**src/rtl/firebird7_in_gate1_tdr_pkg.sv**
```systemverilog
// Shared types and helpers for the gate1 mux-control IJTAG TDR.
// Latency: n/a (types, constants and a length helper only).
// Backpressure: n/a.
package firebird7_in_gate1_tdr_pkg;

    // Segment access phase, tracked so an update can tell whether it follows a shift.
    typedef enum logic [1:0] {
        IDLE     = 2'd0,
        CAPTURED = 2'd1,
        SHIFTING = 2'd2
    } tdr_state_e;

    // Control-field positions as offsets above the data field, so they stay valid for any WIDTH.
    localparam int SEL_BIT = 0;
    localparam int ERR_BIT = 1;

    // Full scan length: data field plus select and error readback bits.
    function automatic int calc_len(input int width);
        return width + 2;
    endfunction

endpackage

```
**src/rtl/firebird7_in_gate1_tdr_len_chk.sv**
```systemverilog
// Shift-length checker: counts shifts since capture and grants an update only after exactly L shifts.
// Latency: update permit is combinational on the update cycle; the error flag changes one tck after ue.
// Backpressure: none; a wrong-length update is dropped and recorded in a sticky flag.
module firebird7_in_gate1_tdr_len_chk
    import firebird7_in_gate1_tdr_pkg::*;
#(
    parameter int WIDTH = 3,
    parameter int CNT_W = 4
) (
    input  logic i_clk,
    input  logic i_rst,
    input  logic i_sel,
    input  logic i_ce,
    input  logic i_se,
    input  logic i_ue,
    input  logic i_err_clr,
    output logic o_upd_ok,
    output logic o_length_err
);

    localparam int              L       = calc_len(WIDTH);
    localparam logic [CNT_W-1:0] L_CNT   = CNT_W'(L);
    localparam logic [CNT_W-1:0] CNT_MAX = '1;

    tdr_state_e       r_state;
    logic [CNT_W-1:0] r_cnt;
    logic             r_err;

    logic w_cap;
    logic w_shf;
    logic w_upd;
    logic w_len_ok;

    // Capture beats shift, shift beats update.
    assign w_cap    = i_sel & i_ce;
    assign w_shf    = i_sel & i_se & ~i_ce;
    assign w_upd    = i_sel & i_ue & ~i_ce & ~i_se;
    assign w_len_ok = (r_state == SHIFTING) && (r_cnt == L_CNT);

    assign o_upd_ok     = w_upd & w_len_ok;
    assign o_length_err = r_err;

    // Access-phase FSM, saturating shift counter and sticky length error.
    always_ff @(posedge i_clk or posedge i_rst) begin
        if (i_rst) begin
            r_state <= IDLE;
            r_cnt   <= '0;
            r_err   <= 1'b0;
        end else if (w_cap) begin
            r_state <= CAPTURED;
            r_cnt   <= '0;
        end else if (w_shf) begin
            r_state <= SHIFTING;
            if (r_cnt != CNT_MAX) begin
                r_cnt <= r_cnt + 1'b1;
            end
        end else if (w_upd) begin
            r_state <= IDLE;
            // Updates outside a shift phase are silently ignored.
            if (r_state == SHIFTING) begin
                if (w_len_ok) begin
                    if (i_err_clr) begin
                        r_err <= 1'b0;
                    end
                end else begin
                    r_err <= 1'b1;
                end
            end
        end
    end

endmodule

```
**src/rtl/firebird7_in_gate1_tessent_tdr_w3_ctl.sv**
```systemverilog
// IJTAG TDR driving gate1 mux select/data and observing the mux output.
// Latency: so is the flopped sr[0]; select/data change one tck after a valid ue.
// Backpressure: none; wrong-length updates are blocked and flagged in length_err.
module firebird7_in_gate1_tessent_tdr_w3_ctl
    import firebird7_in_gate1_tdr_pkg::*;
#(
    parameter int               WIDTH      = 3,
    parameter logic [WIDTH-1:0] RESET_DATA = '0,
    parameter int               CNT_W      = 4
) (
    input  logic             ijtag_tck,
    input  logic             ijtag_reset,
    input  logic             ijtag_sel,
    input  logic             ijtag_ce,
    input  logic             ijtag_se,
    input  logic             ijtag_ue,
    input  logic             ijtag_si,
    output logic             ijtag_so,
    input  logic [WIDTH-1:0] mux_data_out,
    output logic             ijtag_select,
    output logic [WIDTH-1:0] ijtag_data_in,
    output logic             length_err
);

    localparam int SR_W    = calc_len(WIDTH);
    localparam int SEL_IDX = WIDTH + SEL_BIT;
    localparam int ERR_IDX = WIDTH + ERR_BIT;

    logic [SR_W-1:0]  r_sr;
    logic             r_select;
    logic [WIDTH-1:0] r_data;

    logic w_cap;
    logic w_shf;
    logic w_upd_ok;
    logic w_length_err;

    assign w_cap = ijtag_sel & ijtag_ce;
    assign w_shf = ijtag_sel & ijtag_se & ~ijtag_ce;

    firebird7_in_gate1_tdr_len_chk #(
        .WIDTH (WIDTH),
        .CNT_W (CNT_W)
    ) u_len_chk (
        .i_clk        (ijtag_tck),
        .i_rst        (ijtag_reset),
        .i_sel        (ijtag_sel),
        .i_ce         (ijtag_ce),
        .i_se         (ijtag_se),
        .i_ue         (ijtag_ue),
        .i_err_clr    (r_sr[ERR_IDX]),
        .o_upd_ok     (w_upd_ok),
        .o_length_err (w_length_err)
    );

    // Shift register: parallel capture of {err, select, mux output}, else LSB-out shift.
    always_ff @(posedge ijtag_tck or posedge ijtag_reset) begin
        if (ijtag_reset) begin
            r_sr <= '0;
        end else if (w_cap) begin
            r_sr <= {w_length_err, r_select, mux_data_out};
        end else if (w_shf) begin
            r_sr <= {ijtag_si, r_sr[SR_W-1:1]};
        end
    end

    // Update register: only a full-length shift is ever applied to the mux controls.
    always_ff @(posedge ijtag_tck or posedge ijtag_reset) begin
        if (ijtag_reset) begin
            r_select <= 1'b0;
            r_data   <= RESET_DATA;
        end else if (w_upd_ok) begin
            r_select <= r_sr[SEL_IDX];
            r_data   <= r_sr[WIDTH-1:0];
        end
    end

    assign ijtag_so      = r_sr[0];
    assign ijtag_select  = r_select;
    assign ijtag_data_in = r_data;
    assign length_err    = w_length_err;

endmodule

```
**config.mk**
```make
export PLATFORM = sky130hd
export DESIGN_NAME = firebird7_in_gate1_tessent_tdr_w3_ctl
export DESIGN_NICKNAME = d
export VERILOG_FILES = /design/src/rtl/firebird7_in_gate1_tdr_pkg.sv /design/src/rtl/firebird7_in_gate1_tdr_len_chk.sv /design/src/rtl/firebird7_in_gate1_tessent_tdr_w3_ctl.sv
export SDC_FILE = /design/constraint.sdc
export NUM_CORES = 1
export LEC_CHECK = 0
export CORE_MARGIN = 2
export CORE_UTILIZATION = 30
export DETAILED_ROUTE_END_ITERATION = 16
export PLACE_DENSITY = 0.53
export SETUP_SLACK_MARGIN = 0.2
export SKIP_CTS_REPAIR_TIMING = 1
export SLEW_MARGIN = 20
export SYNTH_ARGS = -nofsm -noshare
export SYNTH_HDL_FRONTEND = slang
export SYNTH_SLANG_ARGS = --single-unit
```
**constraint.sdc**
```tcl
create_clock -name ijtag_tck -period 1.55 [get_ports ijtag_tck]
set_clock_uncertainty 0.2 [all_clocks]
set_input_delay 0.31 -clock ijtag_tck [delete_from_list [all_inputs] [get_ports ijtag_tck]]
set_output_delay 0.31 -clock ijtag_tck [all_outputs]
set_load 0.02 [all_outputs]
```
==> reports/metrics.yaml <==
status: "complete, but fails checks"
violations: "setup timing"
hold_class: "in2async"
n_antenna_cell: 0
ys_ff_latch: 16
cts_buffers: 3
synth-warning-count: 0
whs_ns: 0.134
endpoint_kind: "register"
vias: 686
finalCriticalPeriod_ns: 1.64
dpl-instance-area_um2: 1100
vias_per_cell: 5.01
htree_levels: 1
setup_viol: 7
finalWorstSetupSlack_ns: -0.0918
worst-path-max-fanout: 5
wl_per_cell_um: 13.2
antenna_left: 0
clkTransAtPathRegs_ns: 0.09
start_kind: "register"
required_ns: 1.52
drt-initial-drc-count: 6
die_area_um2: 3060
hold_violations: 0
cts-root-buf: "clkbuf_4"
syn_to_final_growth_pct: 59.3
die_h_um: 55.3
portBuffers: 15
cts.sinks: 16
die_x_um: 55.3
io_pins: 16
pre_cts_ws_ns: -0.442
clk-insertion-delay-late_ns: 0.28
ys_seq_area_share_pct: 50.7
drc: 0
coreArea_um2: 2480
fp-row-count: 18
place.gp.congestion: 0.724
syn_nets: 79
leakagePower_nw: 0.631
cts.path.max_buffers: 2
ys_types: 26
final_nets: 120
timing_max_transition_violations_final: 0
grt_pass1_wl_um: 2770
drtPass1Iterations: 4
drive_gt1_share_pct: 46.7
cp.arrival_ns: 1.61
initial_core_util_pct: 31.9
finalWirelength_um: 1810
slew-limit-headroom_pct: 83.9
fmax_mhz: 609
ir_drop_uv: 629
post-dp-hpwl_um: 1310
p_per_area_nw_per_um2: 860
grt_max_degree: 17
max_slew.worst_pin.slew_ns: 0.241
crit_type: "reg2reg"
timing.final.crit_share_pct: 106
cts_tree: "built"
rsz0062_at_grt: "yes"
synthCells: 67
grt_pass1_vias: 633
netlist_area_um2: 790
final_area_um2: 1260
track_usage_pct: 11.3
antenna_found_initial: 0
maxCapViolations: 0
synth_area_per_cell_um2: 11.8
grt-ovfl-total: 0
[power breakdown]
part	switching, mW	total [mW]	internal (mW)	leakage [nW]
Combinational	0.112	0.292	0.180	0.399
Sequential	0.0493	0.518	0.469	0.211
Clock	0.128	0.271	0.143	0.0210
[stage by stage]
stage | util (%) | power [mW] | std cells | TNS [ns]
3_5_place_dp | 44.4 | 0.788 | 125 | -5.07
4_1_cts | 45.9 | 1.07 | 129 | -2.22
2_1_floorplan | - | 0.653 | 67 | -0.0502
5_1_grt | 50.8 | 1.15 | 137 | -0.566
3_3_place_gp | 44.4 | 0.784 | 125 | -4.89
6_report | 50.8 | 1.08 | 137 | -0.290
[synth_stat cells (all sizes together)]
| cell | number | area (um^2) |
|---|---|---|
| mux2i | 1 | 10.0 |
| o21ai | 5 | 28.8 |
| nand3 | 5 | 30.0 |
| and3b | 1 | 8.76 |
| and4b | 1 | 13.8 |
| nand2b | 1 | 6.26 |
| and4bb | 1 | 12.5 |
| dfrtp | 16 | 400 |
| ha | 2 | 25.0 |
| a22o | 11 | 96.3 |
| and2b | 1 | 8.76 |
| a21oi | 1 | 5.00 |
| or2 | 1 | 6.26 |
| nor2b | 1 | 6.26 |
| o2bb2ai | 1 | 8.76 |
| or4 | 1 | 7.51 |
| a21boi | 1 | 7.51 |
| o31ai | 1 | 7.51 |
| inv | 2 | 7.51 |
| nand2 | 5 | 18.8 |
| nor3b | 1 | 7.51 |
| buf | 2 | 10.0 |
| mux2 | 5 | 56.3 |
[flip-flops by register name, summed over array words and instances, names as in the netlist]
| name | flops |
|---|---|
| ijtag_data_in | 3 |
| ijtag_select | 1 |
| r_sr | 5 |
| u_len_chk.o_length_err | 1 |
| u_len_chk.r_cnt | 4 |
| u_len_chk.r_state | 2 |
[cell usage in the layout, fill, tap and decap left out, types with 2 or more instances in the layout]
cell / n
dlymetal6s2s_1: 4
buf_6: 8
buf_4: 21
inv_1: 2
dfrtp_1: 16
nand2_1: 5
nand3_2: 3
a22o_1: 11
clkdlybuf4s50_1: 5
o21ai_1: 2
clkbuf_4: 3
o21ai_0: 2
mux2_4: 5
[kinds of logic (layout without fill, tap and decap cells)]
| logic type | after synthesis | in the layout | synth area share [%] |
|---|---|---|---|
| simple gates | 19 | 19 | 16.0 |
| mux | 6 | 6 | 8.40 |
| buf+inv | 4 | 44 | 2.22 |
| flops | 16 | 16 | 50.7 |
| compound gates | 20 | 20 | 19.5 |
| fa+ha+maj | 2 | 2 | 3.17 |
[critical path, cell delays in order, from the launching register on]
cell,delay [ns]
dfrtp_1,0.42
ha_2,0.19
and4b_4,0.20
or2_1,0.22
mux2_4,0.30
[per-layer routing]
metal | global-route usage, % | vias up | part of all wire, %
met2 | 17.3 | 13 | 50
met4 | 4.18 | 0 | 0
met5 | 0 | - | 0
met3 | 2.34 | 0 | 4.1
li1 | - | 332 | -
met1 | 15.7 | 341 | 46
[area by class of cell]
type	count	area, um^2
clock buffers	4	36.3
well taps	30	37.5
multi-input cells	47	428
repair buffers	38	348
flip-flops and latches	16	400
inverters	2	7.51
fillers	252	1220
[final timing paths]
check                                  endpoint                 start  cells past startpoint  slack [ns]
setup / recovery             u_len_chk.r_cnt[1]    u_len_chk.r_cnt[0]                      4       -0.09
hold / removal                 ijtag_data_in[0]           ijtag_reset                      3        0.13
setup reg to reg             u_len_chk.r_cnt[1]    u_len_chk.r_cnt[0]                      4       -0.09
hold reg to reg            u_len_chk.r_state[0]  u_len_chk.r_state[0]                      2        0.29
max in group asynchronous      ijtag_data_in[1]           ijtag_reset                      3        0.84
min in group ijtag_tck     u_len_chk.r_state[0]              ijtag_ue                      4        0.17
(Power assumes the default switching activity.)
